===== src/rtl/servo_pwm_driver.sv =====
// Hobby-servo PWM generator: an 8-bit angle maps linearly onto the pulse width inside a fixed frame.
// A new width is latched only at the frame boundary, so a pulse is never cut short or stretched.
module servo_pwm_driver #(
  parameter int unsigned CLK_FREQ     = 50_000_000,
  parameter int unsigned PWM_FREQ     = 50,
  parameter int unsigned MIN_PULSE_US = 500,
  parameter int unsigned MAX_PULSE_US = 2500,
  parameter int unsigned MAX_ANGLE    = 180
) (
  input  logic       clk,
  input  logic       rst_n,
  input  logic [7:0] angle,
  output logic       servo_pwm
);

  localparam int unsigned TPU    = CLK_FREQ / 1_000_000;
  localparam int unsigned MINW   = MIN_PULSE_US * TPU;
  localparam int unsigned SPAN   = (MAX_PULSE_US - MIN_PULSE_US) * TPU;
  localparam int unsigned PERIOD = CLK_FREQ / PWM_FREQ;
  localparam int unsigned CntW   = $clog2(PERIOD);
  localparam int unsigned MulW   = 8 + $clog2(SPAN + 1);

  logic [7:0]      ang_q, ang_d;
  logic [CntW-1:0] pend_w_q, pend_w_d;
  logic [CntW-1:0] act_w_q, act_w_d;
  logic [CntW-1:0] cnt_q, cnt_d;
  logic            pwm_q, pwm_d;
  logic [MulW-1:0] prod, quot;
  logic            wrap;

  always_comb begin
    ang_d    = (angle > 8'(MAX_ANGLE)) ? 8'(MAX_ANGLE) : angle;
    // ang_q is already clamped, so the product fits MulW bits.
    prod     = MulW'(ang_q) * MulW'(SPAN);
    quot     = prod / MulW'(MAX_ANGLE);
    pend_w_d = CntW'(MINW) + CntW'(quot);
    wrap     = (cnt_q == CntW'(PERIOD - 1));
    cnt_d    = wrap ? '0 : cnt_q + CntW'(1);
    act_w_d  = wrap ? pend_w_q : act_w_q;
    pwm_d    = (cnt_q < act_w_q);
  end

  always_ff @(posedge clk) begin
    if (!rst_n) begin
      ang_q    <= '0;
      pend_w_q <= CntW'(MINW);
      act_w_q  <= CntW'(MINW);
      cnt_q    <= '0;
      pwm_q    <= 1'b0;
    end else begin
      ang_q    <= ang_d;
      pend_w_q <= pend_w_d;
      act_w_q  <= act_w_d;
      cnt_q    <= cnt_d;
      pwm_q    <= pwm_d;
    end
  end

  assign servo_pwm = pwm_q;

endmodule


===== config.mk =====
export PLATFORM = sky130hd
export DESIGN_NAME = servo_pwm_driver
export DESIGN_NICKNAME = d
export VERILOG_FILES = /design/src/rtl/servo_pwm_driver.sv
export SDC_FILE = /design/constraint.sdc
export NUM_CORES = 1
export LEC_CHECK = 0
export ABC_AREA = 0
export CELL_PAD_IN_SITES_DETAIL_PLACEMENT = 1
export CELL_PAD_IN_SITES_GLOBAL_PLACEMENT = 2
export CORE_MARGIN = 2
export CORE_UTILIZATION = 36
export CTS_BUF_LIST = sky130_fd_sc_hd__clkbuf_16
export CTS_CLUSTER_DIAMETER = 80
export DETAILED_ROUTE_END_ITERATION = 8
export PLACE_DENSITY = 0.78
export SLEW_MARGIN = 20
export SYNTH_ARGS = -nofsm -noshare
export SYNTH_HDL_FRONTEND = slang
export SYNTH_SLANG_ARGS = --single-unit

===== constraint.sdc =====
create_clock -name clk -period 14.7 [get_ports clk]
set_clock_uncertainty 0.1 [all_clocks]
set_input_delay 4.41 -clock clk [delete_from_list [all_inputs] [get_ports clk]]
set_output_delay 4.41 -clock clk [all_outputs]
set_load 0.1 [all_outputs]

==> run_results.csv <==
group,metric,value,unit
status,outcome,"complete, but fails checks",
status,violations,"negative setup slack",
synthesis,synthArstFlopShare,0,%
floorplanning,design.core.area,0.0276,mm^2
global_routing,grt_max_degree,52,
clock_network,cts_buffers,9,
timing,setup_viol,5,
finish,multi_input_area,0.0101,mm^2
clock_network,cts_sinks,67,
timing,slew_viol_final,0,
timing,rsz0062_at_grt,"yes",
clock_network,root_buffer,"clkbuf_16",
synthesis,synth_edf_count,0,
global_routing,grt_pass1_vias,13300,
finish,drive_above_1_share,48.0,%
route,post-route-drc-count,0,
timing,fmax,0.0649,GHz
clock_network,clockBufferDepth,2,
timing,min_period_over_period,105,%
worst_setup_path,crit_arrival,15.54,ns
route,ant_nets,0,
floorplanning,start_util,36.4,%
route,wl_per_cell,21.3,um
floorplanning,io_pins,11,
timing,tightest_slew,1.05,ns
route,vias,12700,
min_path,min_path_type,"reg -> reg",
worst_setup_path,critPathCaptureType,"flip-flop",
route,viasPerCell,5.92,
route,drtIter0Drc,734,
synthesis,synth_nets,1400,
finish,register_area,0.00136,mm^2
worst_setup_path,slowest_stage,"fa_2",
timing,timing.hold.ws,0.355,ns
clock_network,h-tree-depth,3,
clock_network,clkLatencyLatePin,0.36,ns
place,gp_congestion,0.882,
synthesis,synth.distinct_cells,133,
global_routing,grt_overflow_total,0,
timing,setup_slack,-0.717,ns
worst_setup_path,slowest_delay,0.57,ns
clock_network,cts_tree,"yes",
route,wirelength,45600,um
timing,slew_headroom,29.4,%
finish,utilization,59.1,%
synthesis,synth_flop_cell,"dfxtp_1",
finish,antenna_cells,0,
worst_setup_path,required,14.83,ns
place,io_buffers,10,
worst_setup_path,worst-path-max-fanout,9,
worst_setup_path,path_class,"reg -> reg",
route,drt-pass1-iter-count,4,
finish,num-nets-final,1864,
synthesis,ys_seq_area_share,13.3,%
synthesis,synth_area,0.0101,mm^2
global_routing,grt_pass1_wl,66200,um
finish,fill_cells,3270,
place,dp_hpwl,30100,um
flow_run,drv_cap,0,
timing,hold_viol_final,0,
global_routing,antenna_found_initial,0,
floorplanning,die_area,0.0293,mm^2
finish,area_growth,62.1,%
worst_setup_path,start_kind,"flip-flop",
synthesis,netlist_instances,1300,
synthesis,syn_area_per_cell,7.74,um^2
global_routing,grtUsageTotal,27.5,%
floorplanning,rows,61,
floorplanning,die_w,171,um
synthesis,ys_seq_elements,67,
synthesis,ys_warn_count,0,
clock_network,clkTransAtPathRegs,0.07,ns
floorplanning,die_y,171,um
timing,final.min_clock_period,15.42,ns
clock_network,cts_hold_buffers,0,
worst_setup_path,cp_common_cell,"buf_4",
-- kinds of logic after synthesis --
group                    synth area share [%]
buffers and inverters                    4.33
flip-flops                               13.3
adder cells (fa/ha/maj)                  12.4
AND/OR/NAND/NOR                          24.2
multiplexers                             2.60
AO/OA/AOI/OAI                            35.4
XOR/XNOR                                 7.71
other                                  0.0373
-- stage by stage --
step	setup slack (ns)	setup TNS [ns]	instance area (um^2)	cells
floorplan	-0.116	-0.116	10600	1300
global placement	-0.566	-3.18	14000	2047
detailed placement	-1.18	-7.96	14000	2047
CTS	-0.218	-0.306	15400	2116
global route	-1.30	-6.25	16300	2147
finish	-0.717	-1.35	16300	2147
-- state kept, by name, indices dropped and copies added, names as in the netlist --
signal / count
servo_pwm: 1
pend_w_q: 19
ang_q: 8
cnt_q: 20
act_w_q: 19
-- worst max-delay path: cells and delay by family (launching register included) --
family | cells | cell delay (ns)
flip-flops | 1 | 0.37
multiplexers | 2 | 0.25
buffers and inverters | 15 | 2.37
AND/OR/NAND/NOR | 19 | 3.94
adder cells (fa/ha/maj) | 6 | 2.16
AO/OA/AOI/OAI | 24 | 5.52
XOR/XNOR | 3 | 0.57
-- routing by layer --
layer  track usage, %  routed length, um
met1             31.7              18300
met2             53.1              24300
met3             1.56               1370
met4             10.3               1640
met5                0                  0
-- final timing paths --
check | start | to | slack, ns | cells past startpoint
worst max-delay path | ang_q[3]$_SDFF_PP0_ | pend_w_q[0]$_SDFF_PN0_ | -0.72 | 69
worst min-delay path | pend_w_q[1]$_SDFF_PN0_ | act_w_q[1]$_SDFFE_PN0P_ | 0.36 | 2
worst max register to register | ang_q[3]$_SDFF_PP0_ | pend_w_q[0]$_SDFF_PN0_ | -0.72 | 69
worst min register to register | pend_w_q[1]$_SDFF_PN0_ | act_w_q[1]$_SDFFE_PN0P_ | 0.36 | 2
-- cell usage in the layout (no fill, tap or decap), drive strengths merged, types with 13 or more instances in the layout --
| master | count |
|---|---|
| a211oi | 27 |
| a21boi | 19 |
| a21o | 20 |
| a21oi | 76 |
| a31oi | 20 |
| and2 | 28 |
| and3 | 25 |
| buf | 492 |
| dfxtp | 67 |
| ha | 78 |
| inv | 51 |
| mux2i | 14 |
| nand2 | 134 |
| nand3 | 39 |
| nand4 | 13 |
| nor2 | 101 |
| nor3 | 42 |
| nor4 | 17 |
| o2111ai | 14 |
| o211ai | 39 |
| o21a | 15 |
| o21ai | 87 |
| o22ai | 13 |
| or2 | 18 |
| or3 | 14 |
| xnor2 | 58 |
| xor2 | 28 |
-- timing repair --
| action | in CTS | in global routing |
|---|---|---|
| cloned | 1 | 0 |
| pin swaps | 70 | 84 |
| gates resized for setup | 158 | 140 |
| setup buffers | 53 | 31 |
| setup endpoints to repair | 15 | 16 |
-- cell usage after synthesis (26+ instances only) --
cell type    n  area (um^2)
a21oi_1     67          335
and2_1      26          163
dfxtp_1     67         1340
ha_1        78          976
inv_1       48          180
nand2_1    134          503
nand3_1     37          185
nor2_1      99          372
nor3_1      39          195
o211ai_1    34          255
o21ai_0     56          280
xnor2_1     56          490
xor2_1      27          236
-- layout make-up --
class,instances,share of cell area (%)
multi-input combinational,1135,62.0
inverter,50,1.18
clock buffer,9,1.38
tap,378,2.90
clock inverter,7,0.314
timing repair buffer,501,23.9
sequential,67,8.33
Power is not shown: default switching activity piles up to over one toggle a cycle in this logic, so the estimate is an artifact.
